$ cat src/rtl/sdram_pkg.sv
// Shared definitions for the SDRAM read path.
// Holds the SDRAM geometry, the read-FIFO depth and the burst requester's FSM state type.
package sdram_pkg;

    localparam int unsigned SDRAM_ADDR_W  = 25;
    localparam int unsigned SDRAM_DATA_W  = 16;
    localparam int unsigned RD_FIFO_DEPTH = 64;

    typedef enum logic [2:0] {
        ST_IDLE,
        ST_FLUSH,
        ST_CHECK,
        ST_REQ,
        ST_DRAIN
    } rd_state_e;

endpackage

$ cat src/rtl/read_credit_counter.sv
// Tracks words requested from SDRAM but not yet written to the read FIFO, and
// decides whether a new burst is guaranteed to fit.
// Ports: clk/rst_n; add_i/add_len_i (burst accepted); sub_i (one FIFO write);
//        occ_i (FIFO occupancy); blen_i (candidate burst); inflight_o; room_ok_c.
module read_credit_counter #(
    parameter int unsigned INFL_W     = 7,
    parameter int unsigned BLEN_W     = 4,
    parameter int unsigned OCC_W      = 7,
    parameter int unsigned FIFO_DEPTH = 64
) (
    input  logic              clk,
    input  logic              rst_n,
    input  logic              add_i,
    input  logic [BLEN_W-1:0] add_len_i,
    input  logic              sub_i,
    input  logic [OCC_W-1:0]  occ_i,
    input  logic [BLEN_W-1:0] blen_i,
    output logic [INFL_W-1:0] inflight_o,
    output logic              room_ok_c
);

    localparam int unsigned MAX_W = (OCC_W > INFL_W)
                                  ? ((OCC_W > BLEN_W) ? OCC_W : BLEN_W)
                                  : ((INFL_W > BLEN_W) ? INFL_W : BLEN_W);
    // Two guard bits so the three-term sum cannot wrap.
    localparam int unsigned CMP_W = MAX_W + 2;

    logic [INFL_W-1:0] inflight_q;
    logic [INFL_W-1:0] inflight_d;

    // Add on burst acceptance and subtract on a FIFO write can both land in one cycle.
    always_comb begin
        inflight_d = inflight_q;
        if (add_i) begin
            inflight_d = inflight_d + INFL_W'(add_len_i);
        end
        if (sub_i) begin
            inflight_d = inflight_d - INFL_W'(1);
        end
    end

    // Room check: current fill + outstanding credit + new burst must fit.
    assign room_ok_c = (CMP_W'(occ_i) + CMP_W'(inflight_q) + CMP_W'(blen_i))
                       <= CMP_W'(FIFO_DEPTH);

    always_ff @(posedge clk or negedge rst_n) begin
        if (!rst_n) begin
            inflight_q <= '0;
        end else begin
            inflight_q <= inflight_d;
        end
    end

    assign inflight_o = inflight_q;

endmodule

$ cat src/rtl/sdram_read_burst_ctrl.sv
// Read-side burst requester in front of the SDRAM read FIFO. Splits a linear
// read into bursts, issues each only when the FIFO has room for everything
// already in flight, and forwards returned words into the FIFO.
// Ports: clock/aclr_n; start/base_addr/num_words command; busy/done/protocol_err
//        status; rd_req/rd_addr/rd_len/rd_ack request handshake; rd_data/rd_valid
//        return data; fifo_clr/fifo_data/fifo_wrreq/fifo_usedw/fifo_full FIFO side.
module sdram_read_burst_ctrl
    import sdram_pkg::*;
#(
    parameter int unsigned ADDR_W     = SDRAM_ADDR_W,
    parameter int unsigned LEN_W      = 16,
    parameter int unsigned BURST_LEN  = 8,
    parameter int unsigned FIFO_DEPTH = RD_FIFO_DEPTH,
    parameter int unsigned USEDW_W    = 6
) (
    input  logic                      clock,
    input  logic                      aclr_n,
    input  logic                      start,
    input  logic [ADDR_W-1:0]         base_addr,
    input  logic [LEN_W-1:0]          num_words,
    output logic                      busy,
    output logic                      done,
    output logic                      protocol_err,
    output logic                      rd_req,
    output logic [ADDR_W-1:0]         rd_addr,
    output logic [$clog2(BURST_LEN):0] rd_len,
    input  logic                      rd_ack,
    input  logic [SDRAM_DATA_W-1:0]   rd_data,
    input  logic                      rd_valid,
    output logic                      fifo_clr,
    output logic [SDRAM_DATA_W-1:0]   fifo_data,
    output logic                      fifo_wrreq,
    input  logic [USEDW_W-1:0]        fifo_usedw,
    input  logic                      fifo_full
);

    localparam int unsigned BLEN_W = $clog2(BURST_LEN) + 1;
    localparam int unsigned OCC_W  = USEDW_W + 1;
    localparam int unsigned INFL_W = (LEN_W < USEDW_W + 1) ? LEN_W : USEDW_W + 1;

    rd_state_e                state_q,      state_d;
    logic [ADDR_W-1:0]        addr_q,       addr_d;
    logic [LEN_W-1:0]         remaining_q,  remaining_d;
    logic                     rd_req_q,     rd_req_d;
    logic [ADDR_W-1:0]        rd_addr_q,    rd_addr_d;
    logic [BLEN_W-1:0]        rd_len_q,     rd_len_d;
    logic                     busy_q,       busy_d;
    logic                     done_q,       done_d;
    logic                     fifo_clr_q,   fifo_clr_d;
    logic [SDRAM_DATA_W-1:0]  fifo_data_q,  fifo_data_d;
    logic                     fifo_wrreq_q, fifo_wrreq_d;
    logic                     perr_q,       perr_d;

    logic [BLEN_W-1:0]        blen_c;
    logic [OCC_W-1:0]         occ_c;
    logic [INFL_W-1:0]        inflight;
    logic                     room_ok_c;
    logic                     credit_add_c;
    logic                     nothing_owed_c;

    assign blen_c = (remaining_q >= LEN_W'(BURST_LEN)) ? BLEN_W'(BURST_LEN)
                                                       : BLEN_W'(remaining_q);
    assign occ_c  = fifo_full ? OCC_W'(FIFO_DEPTH) : OCC_W'(fifo_usedw);

    // Every counted word except one already sitting in the write register has yet to return.
    assign nothing_owed_c = (inflight == INFL_W'(fifo_wrreq_q));

    read_credit_counter #(
        .INFL_W     (INFL_W),
        .BLEN_W     (BLEN_W),
        .OCC_W      (OCC_W),
        .FIFO_DEPTH (FIFO_DEPTH)
    ) u_credit (
        .clk        (clock),
        .rst_n      (aclr_n),
        .add_i      (credit_add_c),
        .add_len_i  (rd_len_q),
        .sub_i      (fifo_wrreq_q),
        .occ_i      (occ_c),
        .blen_i     (blen_c),
        .inflight_o (inflight),
        .room_ok_c  (room_ok_c)
    );

    // Next-state and registered-output logic.
    always_comb begin
        state_d      = state_q;
        addr_d       = addr_q;
        remaining_d  = remaining_q;
        rd_req_d     = rd_req_q;
        rd_addr_d    = rd_addr_q;
        rd_len_d     = rd_len_q;
        busy_d       = busy_q;
        done_d       = 1'b0;
        fifo_clr_d   = 1'b0;
        perr_d       = perr_q;
        credit_add_c = 1'b0;

        // Return data is forwarded in every state; unsolicited words are dropped.
        fifo_wrreq_d = rd_valid && !nothing_owed_c;
        fifo_data_d  = fifo_wrreq_d ? rd_data : fifo_data_q;

        case (state_q)
            ST_IDLE: begin
                if (start) begin
                    addr_d      = base_addr;
                    remaining_d = num_words;
                    perr_d      = 1'b0;
                    busy_d      = 1'b1;
                    fifo_clr_d  = 1'b1;
                    state_d     = ST_FLUSH;
                end
            end
            ST_FLUSH: begin
                state_d = (remaining_q == '0) ? ST_DRAIN : ST_CHECK;
            end
            ST_CHECK: begin
                if (room_ok_c) begin
                    rd_req_d  = 1'b1;
                    rd_addr_d = addr_q;
                    rd_len_d  = blen_c;
                    state_d   = ST_REQ;
                end
            end
            ST_REQ: begin
                if (rd_ack) begin
                    credit_add_c = 1'b1;
                    addr_d       = addr_q + ADDR_W'(rd_len_q);
                    remaining_d  = remaining_q - LEN_W'(rd_len_q);
                    rd_req_d     = 1'b0;
                    state_d      = (remaining_d != '0) ? ST_CHECK : ST_DRAIN;
                end
            end
            ST_DRAIN: begin
            end
            default: begin
                state_d = ST_IDLE;
            end
        endcase

        if (rd_valid && nothing_owed_c) begin
            perr_d = 1'b1;
        end

        // Finish as soon as the final write is leaving, so done follows it by one cycle.
        if (state_d == ST_DRAIN && !credit_add_c && nothing_owed_c) begin
            done_d  = 1'b1;
            busy_d  = 1'b0;
            state_d = ST_IDLE;
        end
    end

    always_ff @(posedge clock or negedge aclr_n) begin
        if (!aclr_n) begin
            state_q      <= ST_IDLE;
            addr_q       <= '0;
            remaining_q  <= '0;
            rd_req_q     <= 1'b0;
            rd_addr_q    <= '0;
            rd_len_q     <= '0;
            busy_q       <= 1'b0;
            done_q       <= 1'b0;
            fifo_clr_q   <= 1'b0;
            fifo_data_q  <= '0;
            fifo_wrreq_q <= 1'b0;
            perr_q       <= 1'b0;
        end else begin
            state_q      <= state_d;
            addr_q       <= addr_d;
            remaining_q  <= remaining_d;
            rd_req_q     <= rd_req_d;
            rd_addr_q    <= rd_addr_d;
            rd_len_q     <= rd_len_d;
            busy_q       <= busy_d;
            done_q       <= done_d;
            fifo_clr_q   <= fifo_clr_d;
            fifo_data_q  <= fifo_data_d;
            fifo_wrreq_q <= fifo_wrreq_d;
            perr_q       <= perr_d;
        end
    end

    assign busy         = busy_q;
    assign done         = done_q;
    assign protocol_err = perr_q;
    assign rd_req       = rd_req_q;
    assign rd_addr      = rd_addr_q;
    assign rd_len       = rd_len_q;
    assign fifo_clr     = fifo_clr_q;
    assign fifo_data    = fifo_data_q;
    assign fifo_wrreq   = fifo_wrreq_q;

endmodule

$ cat config.mk
export PLATFORM = sky130hd
export DESIGN_NAME = sdram_read_burst_ctrl
export DESIGN_NICKNAME = d
export VERILOG_FILES = /design/src/rtl/sdram_pkg.sv /design/src/rtl/read_credit_counter.sv /design/src/rtl/sdram_read_burst_ctrl.sv
export SDC_FILE = /design/constraint.sdc
export NUM_CORES = 1
export LEC_CHECK = 0
export CAP_MARGIN = 20
export CORE_ASPECT_RATIO = 0.9
export CORE_MARGIN = 10
export CORE_UTILIZATION = 43
export CTS_BUF_LIST = sky130_fd_sc_hd__clkbuf_16
export DETAILED_ROUTE_END_ITERATION = 7
export MAX_ROUTING_LAYER = met4
export PLACE_DENSITY = 0.81
export SYNTH_ARGS = -nofsm -noshare
export SYNTH_HDL_FRONTEND = slang
export SYNTH_SLANG_ARGS = --single-unit
$ cat constraint.sdc
create_clock -name clock -period 4.5 [get_ports clock]
set_clock_uncertainty 0.1 [all_clocks]
set_input_delay 1.125 -clock clock [delete_from_list [all_inputs] [get_ports clock]]
set_output_delay 1.125 -clock clock [all_outputs]
set_load 0.02 [all_outputs]
==> impl_metrics.env, run 1 <==
export IMPL_drive_above_1_share_pct=13.94
export IMPL_syn_num_nets=733
export IMPL_whs_ps=374.1
export IMPL_clock_sinks=102
export IMPL_dieWidth_um=144.8
export IMPL_power_switching_mw=2.243
export IMPL_power_frac_seq_pct=30.3
export IMPL_port_buffers=119
export IMPL_place_gp_congestion=0.8638
export IMPL_synth_seq_cells=102
export IMPL_clk_latency_ps=360
export IMPL_end_kind="register"
export IMPL_dp_hpwl_mm=12.29
export IMPL_drv_cap=0
export IMPL_drc=0
export IMPL_slew_violations=0
export IMPL_clockPowerShare_pct=13.3
export IMPL_min_path_type="register to register"
export IMPL_hp_start="fifo_data[10]$_DFFE_PN0P_"
export IMPL_slew_headroom_pct=47.67
export IMPL_cts_tree="yes"
export IMPL_synthesis_area_um2=6026
export IMPL_avgSynthCellArea_um2=9.489
export IMPL_setup_worst_path_class="input pin to register"
export IMPL_fmax_ghz=0.2242
export IMPL_min_period_over_period_pct=99.13
export IMPL_numCtsBuffers=9
export IMPL_area_growth_syn_to_layout_pct=33.55
export IMPL_synth_area_leader_cell="dfrtp_1"
export IMPL_setup_violations=0
export IMPL_track_usage_pct=17.72
export IMPL_placed_cells=938
export IMPL_ys_seq_area_share_pct=42.36
export IMPL_die_area_um2=19160
export IMPL_num_vias=5323
export IMPL_antenna_left=0
export IMPL_tightestPinTransition_ps=783.1
export IMPL_final_nets=868
export IMPL_yosysUniqueCellTypes=70
export IMPL_routed_wl_mm=17.18
export IMPL_ios=120
export IMPL_die_h_um=132.3
export IMPL_synth_top_area_share_pct=42.36
export IMPL_initial_core_util_pct=44.43
export IMPL_regToRegSetupSlack_ps=100
export IMPL_instances_no_fill=964
export IMPL_ys_warn_count=0
export IMPL_finalHoldViolCount=0
export IMPL_synth_edf_count=0
export IMPL_globalRouteOverflowTotal=0
export IMPL_status="complete, no violations"
export IMPL_cts_clk_slew_worst_paths_ps=70
export IMPL_synth_area_top_cells="dfrtp_1, mux2_4, nand2_1"
export IMPL_ir_drop_uv=253.7
export IMPL_grt_pass1_vias=5216
export IMPL_switching_share_pct=41.27
export IMPL_grt_antenna_before_repair=0
export IMPL_hold_buffers=0
export IMPL_synthFlopType="dfrtp_1"
export IMPL_comb_power_share_pct=56.4
export IMPL_first_pass_iters=7
export IMPL_drt_iter0_markers=574
export IMPL_yosys_top_cells_count="dfrtp_1, nand2_1, a21oi_1"
export IMPL_grt_max_degree=80
export IMPL_grt_pass1_wl_mm=26.81
export IMPL_power_density_nw_per_um2=675.5
export IMPL_synth_cells=635
export IMPL_tns_ps=0
export IMPL_p_int_mw=3.193
export IMPL_coreArea_um2=13560
export IMPL_wl_per_cell_um=17.82
export IMPL_htreeDepth=3
export IMPL_power_mw=5.436
export IMPL_cp_start_kind="input pin"
export IMPL_n_antenna_cell=0
export IMPL_avgViaCountPerCell=5.522
export IMPL_clock_path_buffers=2
export IMPL_regToRegStartpoint="remaining_q[6]$_DFFE_PN0P_"
export IMPL_synth_most_common_cell="dfrtp_1"
export IMPL_rows=40
export IMPL_critPathLaunch="fifo_usedw[0]"
export IMPL_fin_crit_ps=4461
export IMPL_arrival_ps=4600
export IMPL_root_buffer="clkbuf_16"
export IMPL_cp_required_ps=4640
export IMPL_async_reset_ff_share_pct=100.0
export IMPL_leakage_nw=3.566
export IMPL_critPathMaxFanout=5
-- through the flow --
step / worst slack, ps / instance area, um^2 / util, %
5_1_grt: -104.0 / 8048 / 59.34
3_3_place_gp: -309.5 / 7522 / 55.46
4_1_cts: 2.482 / 7791 / 57.44
6_report: 39.35 / 8048 / 59.34
3_5_place_dp: -357.5 / 7522 / 55.46
2_1_floorplan: 315.0 / 6026 / -
-- worst max-delay path, cell delays in order --
cell,delay [ps]
clkdlybuf4s50_1,460
nor2b_4,150
ha_4,130
inv_1,50
fa_1,470
buf_4,160
fa_2,340
inv_1,80
a21o_1,130
and4bb_2,260
nand2_2,80
a2111oi_4,410
o22ai_4,130
buf_12,160
clkbuf_16,160
mux2_4,300
-- routing by layer --
metal	global-route usage, %	wire (um)
met1	22.35	7639
met2	27.03	8173
met3	4.107	884
met4	6.453	481
met5	-	0
-- layout make-up --
class | instances | area [um^2]
clock buffer | 9 | 225.2
clock inverter | 7 | 43.79
fill | 1151 | 5515
inverter | 26 | 97.59
multi-input combinational | 480 | 3371
sequential | 102 | 2552
tap | 189 | 236.5
timing repair buffer | 151 | 1521
-- cell usage in the layout (no fill, tap or decap), types with 5 or more instances in the layout --
master / netlist / routed
nand3_1: 17 / 17
mux2i_1: 9 / 9
o22ai_1: 16 / 16
a21oi_1: 55 / 54
clkdlybuf4s50_1: 0 / 117
dfrtp_1: 102 / 102
inv_1: 25 / 27
buf_4: 0 / 26
nor3_1: 11 / 11
o31ai_1: 6 / 6
a21o_1: 9 / 9
o2bb2a_1: 5 / 5
ha_1: 24 / 21
nor2b_1: 14 / 13
xnor2_1: 13 / 13
o21ai_0: 36 / 35
nor2_1: 42 / 40
mux2_4: 26 / 26
clkbuf_16: 0 / 10
a22oi_1: 7 / 6
xor2_1: 6 / 6
nand2_1: 94 / 93
-- power by group through the flow --
stage	clock, mW	sequential [mW]	combinational, mW
after floorplan	0	1.73	1.79
after global placement	0	1.64	2.72
after detailed placement	0	1.64	2.79
after CTS	0.740	1.63	2.81
after global routing	0.775	1.70	3.33
final	0.723	1.65	3.07
-- repair_timing --
action / 4_1_cts / 5_1_grt
resized for setup: 0 / 21
buffers inserted: 0 / 7
endpoints found under the setup margin: 0 / 29
-- flip-flops by register name (all words and copies together), names as in the netlist --
signal               count
state_q                  3
remaining_q             16
fifo_clr                 1
rd_len                   4
fifo_data               16
addr_q                  25
fifo_wrreq               1
rd_addr                 25
u_credit.inflight_o      7
protocol_err             1
rd_req                   1
busy                     1
done                     1
-- logic make-up after synthesis --
group	Yosys count	synth area share (%)
compound gates	176	18.63
simple gates	219	17.48
flops	102	42.36
xor+xnor	20	3.032
buf+inv	53	3.696
mux	36	8.160
fa+ha+maj	29	6.645
-- path summary, 6_finish.rpt --
kind                                              to  cells past startpoint
max                          rd_addr[17]$_DFFE_PN0P_                     16
min                        fifo_data[10]$_DFFE_PN0P_                      2
max reg2reg                  rd_addr[17]$_DFFE_PN0P_                     17
min reg2reg                fifo_data[10]$_DFFE_PN0P_                      2
max in group asynchronous  fifo_data[11]$_DFFE_PN0P_                      2
min in group asynchronous     addr_q[23]$_DFFE_PN0P_                      1
(Power assumes the default switching activity.)
==> run 2: changes to the inputs <==
- CORE_MARGIN: 10 -> 4
==> run 2 against run 1 <==
  * Global-route usage increased by 2.7 points
  * Largest cell class unchanged
  * Hold slack improved by 1.4 ps
  * Sequential share of layout area increased by 0.26 points
  * Highest routed layer unchanged
  * Register-to-register slack improved by 60 ps
  * First-iteration DRC count decreased by 21%
  * Cell area decreased by 0.81%
==> impl_metrics.env, run 2 (same netlist as run 1, synthesis figures left out) <==
export IMPL_power_density_nw_per_um2=689.0
export IMPL_clock_path_buffers=2
export IMPL_fin_crit_ps=4483
export IMPL_critPathMaxFanout=7
export IMPL_n_antenna_cell=0
export IMPL_die_h_um=120.3
export IMPL_ir_drop_uv=280.7
export IMPL_drt_iter0_markers=456
export IMPL_power_mw=5.500
export IMPL_first_pass_iters=5
export IMPL_leakage_nw=3.550
export IMPL_wl_per_cell_um=17.78
export IMPL_drive_above_1_share_pct=13.32
export IMPL_num_vias=5403
export IMPL_dp_hpwl_mm=11.62
export IMPL_avgViaCountPerCell=5.742
export IMPL_hp_start="fifo_data[10]$_DFFE_PN0P_"
export IMPL_arrival_ps=4610
export IMPL_regToRegStartpoint="remaining_q[7]$_DFFE_PN0P_"
export IMPL_htreeDepth=3
export IMPL_grt_antenna_before_repair=0
export IMPL_grt_max_degree=55
export IMPL_final_nets=866
export IMPL_tns_ps=0
export IMPL_dieWidth_um=132.8
export IMPL_coreArea_um2=13510
export IMPL_end_kind="register"
export IMPL_grt_pass1_vias=5245
export IMPL_instances_no_fill=941
export IMPL_hold_buffers=0
export IMPL_slew_headroom_pct=52.42
export IMPL_drv_cap=0
export IMPL_tightestPinTransition_ps=709.0
export IMPL_status="complete, no violations"
export IMPL_min_path_type="register to register"
export IMPL_track_usage_pct=20.47
export IMPL_critPathLaunch="fifo_usedw[0]"
export IMPL_fmax_ghz=0.2231
export IMPL_layout_common_cells="clkdlybuf4s50_1, dfrtp_1, nand2_1, a21oi_1, nor2_1"
export IMPL_die_area_um2=15970
export IMPL_place_gp_congestion=0.8600
export IMPL_ios=120
export IMPL_finalHoldViolCount=0
export IMPL_slew_violations=0
export IMPL_root_buffer="clkbuf_16"
export IMPL_min_period_over_period_pct=99.61
export IMPL_initial_core_util_pct=44.59
export IMPL_globalRouteOverflowTotal=0
export IMPL_clk_latency_ps=340
export IMPL_drc=0
export IMPL_port_buffers=119
export IMPL_cp_required_ps=4630
export IMPL_setup_violations=0
export IMPL_rows=40
export IMPL_rsz0062_at_grt="yes"
export IMPL_cts_clk_slew_worst_paths_ps=70
export IMPL_area_growth_syn_to_layout_pct=32.48
export IMPL_clock_sinks=102
export IMPL_cp_start_kind="input pin"
export IMPL_setup_worst_path_class="input pin to register"
export IMPL_fill_cells=1114
export IMPL_mostFrequentLayoutCell="clkdlybuf4s50_1"
export IMPL_routed_wl_mm=16.73
export IMPL_placed_cells=918
export IMPL_grt_pass1_wl_mm=26.32
export IMPL_cts_tree="yes"
export IMPL_antenna_left=0
export IMPL_numCtsBuffers=9
-- run 2: worst paths after layout --
path                                               to  slack, ps  cells past startpoint
setup / recovery              rd_addr[20]$_DFFE_PN0P_         20                     17
hold reg to reg             fifo_data[10]$_DFFE_PN0P_        380                      2
setup reg to reg              rd_addr[12]$_DFFE_PN0P_        160                     17
hold / removal              fifo_data[10]$_DFFE_PN0P_        380                      2
max in group asynchronous  remaining_q[5]$_DFFE_PN0P_       2740                      2
min in group asynchronous     rd_addr[19]$_DFFE_PN0P_        720                      1
-- run 2: critical path: stages --
cell	delay [ps]
clkdlybuf4s50_1	450
nor2b_2	130
ha_2	170
inv_1	50
fa_1	390
xnor2_1	150
ha_1	320
o21ai_1	180
nor2_1	80
buf_4	150
or2_2	300
a22oi_2	230
a2111oi_4	90
o22ai_4	170
buf_12	160
buf_12	140
mux2_2	330
-- run 2: final cells by class --
class	instances	area [um^2]	area share (%)
clock buffer	9	225.2	2.821
timing repair buffer	149	1480	18.54
inverter	26	97.59	1.223
sequential	102	2552	31.97
clock inverter	7	71.32	0.8934
multi-input combinational	480	3346	41.91
tap	168	210.2	2.633
-- run 2: layer usage --
layer | track usage (%) | part of all wire [%] | up-vias
li1 | - | - | 2539
met1 | 27.50 | 45 | 2642
met2 | 33.06 | 49 | 180
met3 | 2.537 | 3.8 | 42
met4 | 5.584 | 2.3 | 0
met5 | - | 0 | -
-- run 2: timing repair --
item                       in CTS  in global routing
cloned                          0                  3
resized for setup               1                 14
setup endpoints to repair       2                 28
setup buffers                   0                  4
pin swaps                       1                  8
-- run 2: power by group --
| group | leakage [nW] | switching, mW | internal (mW) | total (mW) |
|---|---|---|---|---|
| sequential | 1.20 | 0.353 | 1.29 | 1.64 |
| combinational | 2.20 | 1.55 | 1.52 | 3.07 |
| clock | 0.151 | 0.353 | 0.435 | 0.788 |
| total | 3.55 | 2.26 | 3.24 | 5.50 |
-- run 2: metrics by stage --
stage | area (um^2) | setup slack, ps | hold WS [ps] | util, %
finish | 7983 | 17.37 | 375.5 | 59.07
detailed placement | 7503 | -364.6 | 361.6 | 55.53
global placement | 7503 | -295.0 | 357.9 | 55.53
global route | 7983 | -95.11 | 390.4 | 59.07
floorplan | 6026 | 315.0 | 363.3 | -
CTS | 7805 | 2.846 | 379.8 | 57.76
==> run 3: changes to the inputs <==
- TNS_END_PERCENT: default -> 50
==> results of run 3 <==
Final layout, timing and power as in run 2 (identical DEF).
==> variant: new RTL, config.mk and constraints of run 3 <==
Put one more register stage on the output `protocol_err`, without a reset. The value now appears one clock later. The other outputs are not delayed to match.
--- a/src/rtl/sdram_read_burst_ctrl.sv
+++ b/src/rtl/sdram_read_burst_ctrl.sv
@@ -182,7 +182,9 @@
 
     assign busy         = busy_q;
     assign done         = done_q;
-    assign protocol_err = perr_q;
+    always_ff @(posedge clock) begin
+        protocol_err <= perr_q;
+    end
     assign rd_req       = rd_req_q;
     assign rd_addr      = rd_addr_q;
     assign rd_len       = rd_len_q;
Behaviour: not the same (Yosys sat finds a counterexample within 4 cycles, from zero or initial values).
==> variant against run 3 <==
Global-route usage grew 0.32 points. Synthesized area up 0.33%. Count of clock-buffer cells in the layout is the same. First-iteration DRC count shrank 12%. Cell area rose by 0.20%. Sequential cell count increased by 1. Total power decreased by 2.4%. Clock power fell by 9.6%. Core utilization fell by 0.098 points. Maximum frequency increased by 0.36%. Wire length decreased by 3.6%. Setup slack better by 0.016 ns.
==> variant: results (changes against run 3) <==
Share of layout cells above drive strength 1 - 13.3% (unchanged)
Lkg Pwr - 0.00353 uW (was 0.00355 uW)
Syn Inst Count - 636 (was 635)
Inst Count DP - 942 (was 918)
Final cell count without fillers - 962 (was 941)
Critical Path Fanout Max - 7 (unchanged)
R2R Setup Slk - 0.18 ns (was 0.16 ns)
Skew-Pair Late Insertion Delay - 0.35 ns
Max clock buf depth - 2 (unchanged)
Worst Hold Depth - 0 (was 2)
Wire length on met1 - 7460 um (was 7540 um)
Placer Congestion - 0.871 (was 0.860)
Peak supply drop - 0.260 mV (was 0.281 mV)
TritonRoute pass-1 iters - 5 (unchanged)
Required @ worst endpoint - 4.64 ns (was 4.63 ns)
Syn Nets - 734 (was 733)
Top cells by count, synth - dfrtp_1, nand2_1, a21oi_1, nor2_1, o21ai_0 (unchanged)
Port bufs - 119 (unchanged)
Vias in the first global route - 5243 (was 5245)
Slew headroom - 43.1% (was 52.4%)
Top post-synthesis cells by area - dfrtp_1, mux2_4, nand2_1, ha_1, a21oi_1 (unchanged)
Multiplexer area fraction after synthesis - 8.13% (was 8.16%)
DR WL met2 - 7730 um (was 8160 um)
Initial antenna violation count - 0 (unchanged)
Vias/cell - 5.45 (was 5.74)
DR WL met3 - 669 um (was 640 um)
Start of the worst register-to-register path - remaining_q[7]$_DFFE_PN0P_ (unchanged)
Hold Path End - protocol_err$_DFF_P_ (was fifo_data[10]$_DFFE_PN0P_)
HPWL Detailed - 11500 um (was 11600 um)
Fill cells - 1164 (was 1114)
Worst min path class - register to register (unchanged)
Register area share after synthesis - 42.5% (was 42.4%)
Routed WL per cell - 16.8 um (was 17.8 um)
Largest net degree at the start of global routing - 79 (was 55)
CTS clk-pin slew, worst paths - 0.07 ns (about the same)
Critical R2R Capture - rd_len[0]$_DFFE_PN0P_ (was rd_addr[12]$_DFFE_PN0P_)
Drt first-iter violations - 400 (was 456)
Xor/xnor share of the synthesized area - 3.02% (was 3.03%)
First-pass GRT wire length - 26400 um (was 26300 um)
CTS Buf Count - 9 (unchanged)
H-tree depth - 3 (unchanged)
Overall routing resource usage - 20.8% (was 20.5%)
Synth unique cells - 71 (was 70)
Synth Area in Compound Gates - 18.6% (about the same)
Adder-cell share of the synthesized area - 6.62% (was 6.64%)
Asr flop ratio synth - 99.0% (was 100%)
Startpoint of the worst hold path - perr_q$_DFFE_PN0P_ (was fifo_data[10]$_DFFE_PN0P_)
Post-layout nets - 867 (was 866)
Outcome - finished clean (unchanged)
Top Metal Used - met4 (unchanged)
-- variant: cell count changes after synthesis --
cell,run 3,this run
dfxtp_1,0,1
-- variant: how the worst max path moves through the flow --
stage	to	start	depth (start not counted)	slack, ns
floorplan	rd_addr[0]$_DFFE_PN0P_	fifo_usedw[0]	14	0.31
global placement	rd_addr[9]$_DFFE_PN0P_	fifo_usedw[0]	15	-0.32
global route	rd_addr[4]$_DFFE_PN0P_	fifo_usedw[0]	17	-0.07
finish	rd_len[0]$_DFFE_PN0P_	fifo_usedw[0]	16	0.03
detailed placement	rd_addr[15]$_DFFE_PN0P_	fifo_usedw[0]	15	-0.43
CTS	rd_len[0]$_DFFE_PN0P_	fifo_usedw[0]	16	0.003
-- variant: power by group --
group	leakage [uW]	switching, uW	internal [uW]
Sequential	0.00121	349	1300
Clock	0.000127	346	366
Combinational	0.00220	1500	1500
-- variant: per-stage QoR --
stage / power (uW) / cell area [sq um] / hold slack [ns] / util, % / setup slack [ns]
after global placement: 4370 / 7560 / 0.253 / 55.8 / -0.317
after detailed placement: 4440 / 7560 / 0.264 / 55.8 / -0.425
after CTS: 5300 / 7910 / 0.280 / 58.3 / 0.00266
after floorplan: 3540 / 6050 / 0.247 / - / 0.315
after global routing: 5750 / 8000 / 0.285 / 59.0 / -0.0723
final: 5370 / 8000 / 0.272 / 59.0 / 0.0336
-- variant: routing by layer --
| layer | global-route usage [%] | vias up |
|---|---|---|
| li1 | - | 2545 |
| met1 | 28.0 | 2543 |
| met2 | 32.9 | 131 |
| met3 | 3.33 | 22 |
| met4 | 5.78 | 0 |
| met5 | - | - |
-- variant: cell families after synthesis --
logic type      after synthesis
mux                          36
fa+ha+maj                    29
flops                       103
compound gates              176
simple gates                219
xor+xnor                     20
buf+inv                      53
-- variant: area by class of cell --
cell class	instances	area (sq um)	area share [%]
clock inverters	6	31.3	0.391
well taps	189	236	2.96
inverters	26	97.6	1.22
clock buffers	9	225	2.82
flip-flops and latches	103	2570	32.2
multi-input cells	480	3350	41.9
repair buffers	149	1480	18.5
-- variant: timing repair --
action	in CTS	in global routing
endpoints found under the setup margin	27	29
pin swaps	5	6
buffers inserted	1	2
gates cloned	1	0
gates resized for setup	9	9
-- variant: critical path, stage by stage --
cell	delay, ns
clkdlybuf4s50_1	0.47
nor2b_1	0.14
ha_2	0.19
inv_1	0.05
fa_2	0.41
buf_4	0.15
fa_2	0.36
inv_1	0.07
a21o_1	0.15
and4bb_2	0.28
nand2_2	0.09
a2111oi_4	0.37
o22ai_4	0.12
buf_12	0.16
buf_4	0.17
mux2_4	0.29
